## src/rtl/gcd_operand_loader.sv

```systemverilog
// Switch/button front-end for the GCD core: digit-serial operand entry, operand
// streaming with a load strobe, and result digit display. Optional core watchdog: GCD_WAIT_TIMEOUT_EN.
module gcd_operand_loader #(
    parameter int DATA_W      = 8,
    parameter int DIG_W       = 4,
    parameter int N_OPS       = 2,
    parameter int TIMEOUT_CYC = 1024,
    localparam int NDIG       = DATA_W / DIG_W,
    localparam int SEL_W      = (NDIG > 1) ? $clog2(NDIG) : 1
) (
    input  logic              clock,
    input  logic              reset,
    input  logic              load,
    input  logic [DIG_W-1:0]  switches,
    input  logic [SEL_W-1:0]  sel,
    output logic              core_load,
    output logic [DATA_W-1:0] core_data,
    input  logic              core_done,
    input  logic [DATA_W-1:0] core_result,
    output logic [DIG_W-1:0]  leds,
    output logic              busy,
    output logic              shown,
    output logic              err
);

    localparam int OP_W = (N_OPS > 1) ? $clog2(N_OPS) : 1;
    localparam logic [SEL_W-1:0] LAST_DIG = SEL_W'(NDIG - 1);
    localparam logic [OP_W-1:0]  LAST_OP  = OP_W'(N_OPS - 1);

    if ((NDIG * DIG_W != DATA_W) || (N_OPS < 1) || (TIMEOUT_CYC < 1)) begin : g_cfg_bad
        $error("gcd_operand_loader: invalid parameter set");
    end

    typedef enum logic [2:0] {
        ST_ENTER     = 3'd0,
        ST_SEND_LOAD = 3'd1,
        ST_SEND_DATA = 3'd2,
        ST_WAIT_DONE = 3'd3,
        ST_SHOW      = 3'd4
    } state_t;

    state_t                         state_r, state_nx_s;
    logic [SEL_W-1:0]               dig_idx_r, dig_idx_nx_s, dig_pos_s;
    logic [OP_W-1:0]                op_idx_r, op_idx_nx_s;
    logic [OP_W-1:0]                k_r, k_nx_s;
    logic [N_OPS-1:0][DATA_W-1:0]   ops_r, ops_nx_s;
    logic [DATA_W-1:0]              result_r, res_nx_s;
    logic                           wr_dig_s, clr_ops_s, latch_res_s, tmo_hit_s;

    logic                           core_load_r, core_load_nx_s;
    logic [DATA_W-1:0]              core_data_r, core_data_nx_s;
    logic [DIG_W-1:0]               leds_r, leds_nx_s, dig_mux_s;
    logic                           busy_r, busy_nx_s;
    logic                           shown_r, shown_nx_s;
    logic                           err_r, err_nx_s;

    // Digits arrive MSB first, so entry index 0 lands in the top digit.
    assign dig_pos_s = LAST_DIG - dig_idx_r;

`ifdef GCD_WAIT_TIMEOUT_EN
    localparam int TMO_W = $clog2(TIMEOUT_CYC + 1);
    logic [TMO_W-1:0] tmo_cnt_r;

    // Watchdog counter: runs only while waiting for the core, zero otherwise.
    always_ff @(posedge clock) begin
        if (reset) begin
            tmo_cnt_r <= '0;
        end else if (state_r != ST_WAIT_DONE) begin
            tmo_cnt_r <= '0;
        end else begin
            tmo_cnt_r <= tmo_cnt_r + 1'b1;
        end
    end

    assign tmo_hit_s = (tmo_cnt_r == TMO_W'(TIMEOUT_CYC - 1));
`else
    assign tmo_hit_s = 1'b0;
`endif

    // Next-state, index and datapath-control decode.
    always_comb begin
        state_nx_s   = state_r;
        dig_idx_nx_s = dig_idx_r;
        op_idx_nx_s  = op_idx_r;
        k_nx_s       = k_r;
        wr_dig_s     = 1'b0;
        clr_ops_s    = 1'b0;
        latch_res_s  = 1'b0;
        err_nx_s     = err_r;
        case (state_r)
            ST_ENTER: begin
                if (load) begin
                    wr_dig_s = 1'b1;
                    if (dig_idx_r == LAST_DIG) begin
                        dig_idx_nx_s = '0;
                        if (op_idx_r == LAST_OP) begin
                            op_idx_nx_s = '0;
                            state_nx_s  = ST_SEND_LOAD;
                        end else begin
                            op_idx_nx_s = op_idx_r + 1'b1;
                        end
                    end else begin
                        dig_idx_nx_s = dig_idx_r + 1'b1;
                    end
                end else begin
                    state_nx_s = ST_ENTER;
                end
            end
            ST_SEND_LOAD: begin
                state_nx_s = ST_SEND_DATA;
                k_nx_s     = '0;
            end
            ST_SEND_DATA: begin
                if (k_r == LAST_OP) begin
                    state_nx_s = ST_WAIT_DONE;
                end else begin
                    k_nx_s = k_r + 1'b1;
                end
            end
            ST_WAIT_DONE: begin
                if (core_done) begin
                    latch_res_s = 1'b1;
                    state_nx_s  = ST_SHOW;
                end else if (tmo_hit_s) begin
                    err_nx_s   = 1'b1;
                    state_nx_s = ST_SHOW;
                end else begin
                    state_nx_s = ST_WAIT_DONE;
                end
            end
            ST_SHOW: begin
                if (load) begin
                    clr_ops_s    = 1'b1;
                    dig_idx_nx_s = '0;
                    op_idx_nx_s  = '0;
                    err_nx_s     = 1'b0;
                    state_nx_s   = ST_ENTER;
                end else begin
                    state_nx_s = ST_SHOW;
                end
            end
            default: begin
                state_nx_s = ST_ENTER;
            end
        endcase
    end

    // Operand register update: one digit slot written per entry pulse.
    always_comb begin
        ops_nx_s = ops_r;
        for (int o = 0; o < N_OPS; o++) begin
            for (int d = 0; d < NDIG; d++) begin
                ops_nx_s[o][d*DIG_W +: DIG_W] =
                    clr_ops_s ? {DIG_W{1'b0}} :
                    (wr_dig_s && (op_idx_r == OP_W'(o)) && (dig_pos_s == SEL_W'(d))) ? switches :
                    ops_r[o][d*DIG_W +: DIG_W];
            end
        end
    end

    // Registered-output lookahead: outputs follow the state being entered.
    always_comb begin
        res_nx_s       = latch_res_s ? core_result : result_r;
        core_data_nx_s = '0;
        dig_mux_s      = '0;
        for (int o = 0; o < N_OPS; o++) begin
            core_data_nx_s = core_data_nx_s | ({DATA_W{k_nx_s == OP_W'(o)}} & ops_r[o]);
        end
        if (state_nx_s != ST_SEND_DATA) begin
            core_data_nx_s = core_data_r;
        end else begin
            core_data_nx_s = core_data_nx_s;
        end
        // Unmatched select codes (sel >= NDIG) leave the mux at zero.
        for (int d = 0; d < NDIG; d++) begin
            dig_mux_s = dig_mux_s | ({DIG_W{sel == SEL_W'(d)}} & res_nx_s[d*DIG_W +: DIG_W]);
        end
        if (state_nx_s == ST_SHOW) begin
            if (err_nx_s) begin
                leds_nx_s = '1;
            end else begin
                leds_nx_s = dig_mux_s;
            end
        end else begin
            leds_nx_s = '0;
        end
        core_load_nx_s = (state_nx_s == ST_SEND_LOAD);
        busy_nx_s      = (state_nx_s == ST_SEND_LOAD) || (state_nx_s == ST_SEND_DATA) ||
                         (state_nx_s == ST_WAIT_DONE);
        shown_nx_s     = (state_nx_s == ST_SHOW);
    end

    // FSM state, indices, operand and result storage.
    always_ff @(posedge clock) begin
        if (reset) begin
            state_r   <= ST_ENTER;
            dig_idx_r <= '0;
            op_idx_r  <= '0;
            k_r       <= '0;
            ops_r     <= '0;
            result_r  <= '0;
        end else begin
            state_r   <= state_nx_s;
            dig_idx_r <= dig_idx_nx_s;
            op_idx_r  <= op_idx_nx_s;
            k_r       <= k_nx_s;
            ops_r     <= ops_nx_s;
            result_r  <= res_nx_s;
        end
    end

    // Output registers.
    always_ff @(posedge clock) begin
        if (reset) begin
            core_load_r <= 1'b0;
            core_data_r <= '0;
            leds_r      <= '0;
            busy_r      <= 1'b0;
            shown_r     <= 1'b0;
            err_r       <= 1'b0;
        end else begin
            core_load_r <= core_load_nx_s;
            core_data_r <= core_data_nx_s;
            leds_r      <= leds_nx_s;
            busy_r      <= busy_nx_s;
            shown_r     <= shown_nx_s;
            err_r       <= err_nx_s;
        end
    end

    assign core_load = core_load_r;
    assign core_data = core_data_r;
    assign leds      = leds_r;
    assign busy      = busy_r;
    assign shown     = shown_r;
    assign err       = err_r;

endmodule

```

## config.mk

```make
export PLATFORM = sky130hd
export DESIGN_NAME = gcd_operand_loader
export DESIGN_NICKNAME = d
export VERILOG_FILES = /design/src/rtl/gcd_operand_loader.sv
export SDC_FILE = /design/constraint.sdc
export NUM_CORES = 1
export LEC_CHECK = 0
export BUFFER_PORTS_ARGS = -buffer_cell sky130_fd_sc_hd__buf_2
export CAP_MARGIN = 20
export CORE_MARGIN = 2
export CORE_UTILIZATION = 40
export DETAILED_ROUTE_END_ITERATION = 10
export PLACE_DENSITY_LB_ADDON = 0.1
export SYNTH_ARGS = -nofsm -noshare
export SYNTH_HDL_FRONTEND = slang
export SYNTH_SLANG_ARGS = --single-unit
```

## constraint.sdc

```tcl
create_clock -name clock -period 2.3 [get_ports clock]
set_input_delay 0.46 -clock clock [delete_from_list [all_inputs] [get_ports clock]]
set_output_delay 0.46 -clock clock [all_outputs]
set_load 0.02 [all_outputs]
```

# ---- Word level (Yosys, flattened, before mapping)
# Index checks and enable logic that the tools add are counted.
dict set report word_totals {
  in_bits 17
  reg_bits 46
  word_cells 82
}
dict set report classes {
  addsub 4
  n_eq_ne 12
  n_mux 26
  bitwise_logic 11
  n_reduce_logical 14
}
# op count
set op_table {}
lappend op_table {{$mux W3} 6}
lappend op_table {{$and A8 B8 Y8} 2}
lappend op_table {{$pmux W3 S5} 1}
lappend op_table {{$mux W1} 14}
lappend op_table {{$eq A3 B2 Y1 const B} 4}
lappend op_table {{$and A4 B4 Y4} 2}
lappend op_table {{$mux W8} 1}
lappend op_table {{$or A8 B8 Y8} 1}
lappend op_table {{$eq A3 B1 Y1 const B} 2}
lappend op_table {{$eq A3 B3 Y1 const B} 2}
lappend op_table {{$logic_and A1 B1 Y1} 6}
lappend op_table {{$ne A2 B2 Y1 const B} 3}
lappend op_table {{$pmux W1 S2} 3}
lappend op_table {{$not A1 Y1} 5}
lappend op_table {{$mux W4} 1}
lappend op_table {{$or A4 B4 Y4} 1}
lappend op_table {{$reduce_and A4 Y1} 1}
lappend op_table {{$reduce_or A2 Y1} 2}
lappend op_table {{$add A1 B1 Y1 const B} 3}
lappend op_table {{$logic_not A3 Y1} 1}
lappend op_table {{$ne A3 B2 Y1 const B} 1}
lappend op_table {{$reduce_and A3 Y1} 1}
lappend op_table {{$logic_or A1 B1 Y1} 2}
lappend op_table {{$reduce_bool A2 Y1} 1}
lappend op_table {{$sub A1 B1 Y1 const A} 1}

# ---- Logic depth before layout (Yosys ltp)
dict set report depth {
  ltp_word 7
  ltp_mapped 7
  mapped_depth_nobuf 4
}

# ---- Worst setup path before layout
# No wires, ideal clock.
dict set report synth_timing {
  path_type {input to register}
  startpoint {input port load}
  endpoint {register core_data_r[2] (netlist: core_data[2])}
  stages 5
  t_required_ns 2.197
  arrival_time_ns 1.529
  path_buffers 1
  setup_ns 0.103
  slack_ns 0.667
  path_cell_list {nor4b_2 > nand3_1 > buf_1 > a21oi_1 > a2111oi_2}
}
dict set report synth_between {
  elab_chain_cells 3
}
# item line_no
set synth_lines {}
lappend synth_lines {{from (decl)} 13} ;# input logic load,
lappend synth_lines {{$mux W3 (on tied branches)} {92, 132}}
lappend synth_lines {{$pmux W3 S5 (*)} 90} ;# case (state_r)
lappend synth_lines {{$ne A3 B2 Y1 (*)} 169} ;# if (state_nx_s != ST_SEND_DATA) begin
lappend synth_lines {{to (signal assigned)} 223} ;# core_data_r <= core_data_nx_s;
lappend synth_lines {{to (decl)} 51} ;# logic [DATA_W-1:0] core_data_r, core_data_nx_s;
# Every way passes the cells marked *; elsewhere a longest branch is shown, timed or not.
# A chain may end at the register's enable or synchronous reset.

# ---- Final worst setup path
dict set report layout_timing {
  startpoint {register state_r[0]}
  endpoint {register core_data_r[0] (netlist: core_data[0])}
}
dict set report layout_between {
  elab_chain_cells 5
}
# item line_no
set layout_lines {}
lappend layout_lines {{from (decl)} 42} ;# state_t state_r, state_nx_s;
lappend layout_lines {{from (signal assigned)} 203} ;# state_r <= state_nx_s;
lappend layout_lines {{$mux W3 (tied with other cells)} 96} ;# if (op_idx_r == LAST_OP) begin
lappend layout_lines {{$mux W3 or $pmux W1 S2 (tied branches)} {94, 90}}
lappend layout_lines {{$mux W3 or $not A1 Y1 (tied branches)} {92, 167}}
lappend layout_lines {{$pmux W3 S5 or $and A8 B8 Y8 (tied branches)} {90, 167}}
lappend layout_lines {{$ne A3 B2 Y1 or $or A8 B8 Y8 (tied branches)} {169, 167}}
# Parallel ways exist; a longest one is shown, timed or not.

==> flow_summary.json <==
{
  "postSynthCellCount": 203,
  "power_density_nw_per_um2": 619,
  "path_cells": "nor2_1 -> a211oi_2 -> nor2_1 -> a2111oi_0",
  "vias": 1641,
  "synth_common_cells": "dfxtp_1, nor2_1, mux2i_1, a21oi_1, and3_1",
  "track_usage_pct": 17.3,
  "clock_sinks": 46,
  "vdd_drop_max_uv": 276,
  "h-tree-depth": 2,
  "async_flop_share_pct": 0,
  "synth_top_family_by_area": "compound AO/OA/AOI/OAI gates",
  "min_from": "core_result[2]",
  "dp.final_hpwl_um": 3340,
  "synth_compound_area_share_pct": 18.5,
  "grt_pass1_wl_um": 7160,
  "swShare_pct": 23.0,
  "antenna_left": 0,
  "ys.flop_type": "dfxtp_1",
  "synth_warnings": 0,
  "yosys-top-cells-area": "dfxtp_1, mux2i_1, nor2_1, a2111oi_2, a21oi_1",
  "min_period_ns": 1.94,
  "crit_type": "reg2reg",
  "synth.distinct_cells": 36,
  "ff2ff_setup_slack_ns": 0.36,
  "r2r-end": "core_data[0]",
  "fin_skew_ns": 0.00358,
  "power.internal_w": 0.00109,
  "finalNonFillerCells": 302,
  "endpoint_kind": "flop",
  "synth_edf_count": 0,
  "wl_um": 4610,
  "cp-start-kind": "flop",
  "synthAdderAreaFrac_pct": 0,
  "vias_per_cell": 5.43,
  "cpPeakStageDelay_ns": 0.60,
  "insertion_delay_ns": 0.29,
  "syn_to_final_growth_pct": 16.4,
  "post_cts_buffers": 0,
  "synth_xor_area_share_pct": 0,
  "r2r_start": "state_r[0]",
  "slowest_stage": "a211oi_2",
  "fin_crit_sh_pct": 84.5,
  "hold_buffers": 0,
  "hold_viol": 0,
  "core-area_um2": 4720,
  "place_inst": 294,
  "pwr-share-comb_pct": 6.6,
  "rsz0062_at_grt": "false",
  "ios": 33,
  "cp_top_family": "compound AO/OA/AOI/OAI gates",
  "syn_nets": 220,
  "cts_tree": "built",
  "antenna_found_initial": 0,
  "status": "completed",
  "worst-path-buf-inv": 0,
  "cts_made_buffers": 5,
  "ctsResizeCount": 0,
  "n_antenna_cell": 0,
  "cts_root_buf": "clkbuf_8",
  "finalSetupViolCount": 0,
  "dieWidth_um": 74.2,
  "initial_core_util_pct": 41.7,
  "muxShareOfSynthArea_pct": 12.7,
  "setup_tns_ns": 0,
  "die_h_um": 74.2,
  "crit_top_cell": "nor2_1",
  "critPathMaxFanout": 13,
  "overflow": 0,
  "hp-class": "in2reg",
  "cp-startpoint": "state_r[0]",
  "crit_required_ns": 2.46,
  "dr.pass1.iters": 4,
  "clock.fmax_mhz": 514,
  "drtIter0Drc": 134,
  "slew_violations": 0,
  "pwr-share-seq_pct": 58.1,
  "reg2reg_depth": 4,
  "wl_per_cell_um": 15.3,
  "first_global_vias": 1429,
  "gp_congestion": 0.766,
  "power.switching_w": 0.000327,
  "synthSimpleGateAreaFrac_pct": 17.7,
  "ys_seq_elements": 46,
  "yosysMostFrequentCell": "dfxtp_1",
  "power_frac_clock_pct": 35.2,
  "io_buffers": 32,
  "max-slew-margin-rel_pct": 57.0,
  "fin_nets": 251,
  "p_leak_nw": 1.05,
  "clkTransAtPathRegs_ns": 0.08,
  "yosys.area.top_type": "dfxtp_1",
  "crit_path_end": "core_data[0]",
  "grt_max_degree": 26,
  "dieArea_um2": 5510,
  "arrival_ns": 2.11,
  "synth_area_um2": 1970,
  "cap_violations": 0,
  "finalPower_w": 0.00142,
  "synth_top_cell_area_share_pct": 46.7,
  "ys_seq_area_share_pct": 46.7,
  "syn_avg_cell_area_um2": 9.71,
  "drive_gt1_share_pct": 25.1,
  "rows": 25,
  "clock_path_buffers": 2,
  "worst_slew_pin_slew_ns": 0.644,
  "cp.depth": 4,
  "drc": 0
}
## power groups by stage
stage / Sequential, W / Clock [W] / Combinational [W]
floorplan: 0.000840 / 0 / 0.0000617
global placement: 0.000844 / 0 / 0.0000913
detailed placement: 0.000844 / 0 / 0.0000944
CTS: 0.000826 / 0.000516 / 0.0000946
global route: 0.000828 / 0.000547 / 0.000103
finish: 0.000826 / 0.000500 / 0.0000944
## layout by cell type (no fill, tap or decap), types with 2 or more instances in the layout
master	Yosys	routed
clkbuf_8	0	6
nor3_1	3	3
dfxtp_1	46	46
o21ai_0	3	3
a21oi_1	13	13
and2_1	2	2
a311oi_1	7	7
a221oi_1	4	4
and3_1	8	8
inv_1	3	3
buf_4	0	7
nor2b_1	5	5
nor2_1	39	39
inv_2	3	3
buf_2	7	32
nand3b_1	2	2
o211ai_1	2	2
mux2i_1	25	25
a2111oi_2	6	6
## cell families after synthesis
kind of cell / after synthesis
simple gates: 67
flops: 46
mux: 25
compound gates: 44
buf+inv: 21
## flip-flops by register name, summed over array words and instances (netlist names)
register / count
leds: 4
k_r: 1
core_load: 1
core_data: 8
state_r: 3
busy: 1
op_idx_r: 1
dig_idx_r: 1
ops_r: 16
result_r: 8
shown: 1
err: 1
## tightest hold or removal path, stage by stage
cell and delay [ns]:
buf_2 0.07, mux2i_1 0.07, nor2_1 0.08
## final cells by class
type / instances / area (um2)
sequential: 46 / 921
inverter: 6 / 22.5
timing repair buffer: 39 / 213
fill: 463 / 2430
multi-input combinational: 136 / 963
clock buffer: 7 / 86.3
tap: 67 / 83.8
clock inverter: 1 / 5.00
## layer usage
layer / routed length, um / global-route usage (%) / part of all wire [%] / up-vias
li1: - / - / - / 797
met1: 2140 / 24.6 / 46 / 776
met2: 2140 / 25.7 / 46 / 62
met3: 285 / 4.20 / 6.2 / 6
met4: 53 / 6.35 / 1.1 / 0
met5: 0 / 0 / 0 / -
## worst min path at each step
stage,slack (ns),to,cells after the start
4_1_cts,0.42,result_r[2],3
3_3_place_gp,0.47,result_r[0],2
2_1_floorplan,0.45,ops_r[10],2
3_5_place_dp,0.48,ops_r[9],2
5_1_grt,0.43,result_r[2],3
6_report,0.42,result_r[2],3
## metrics by stage
step / setup WS (ns) / hold slack (ns) / utilization, % / instance area (um2)
2_1_floorplan: 0.667 / 0.455 / - / 1970
4_1_cts: 0.341 / 0.416 / 48.6 / 2290
3_3_place_gp: 0.454 / 0.473 / 46.6 / 2200
6_report: 0.356 / 0.418 / 48.6 / 2290
5_1_grt: 0.180 / 0.429 / 48.6 / 2290
3_5_place_dp: 0.360 / 0.485 / 46.6 / 2200
(Power assumes the default switching activity.)
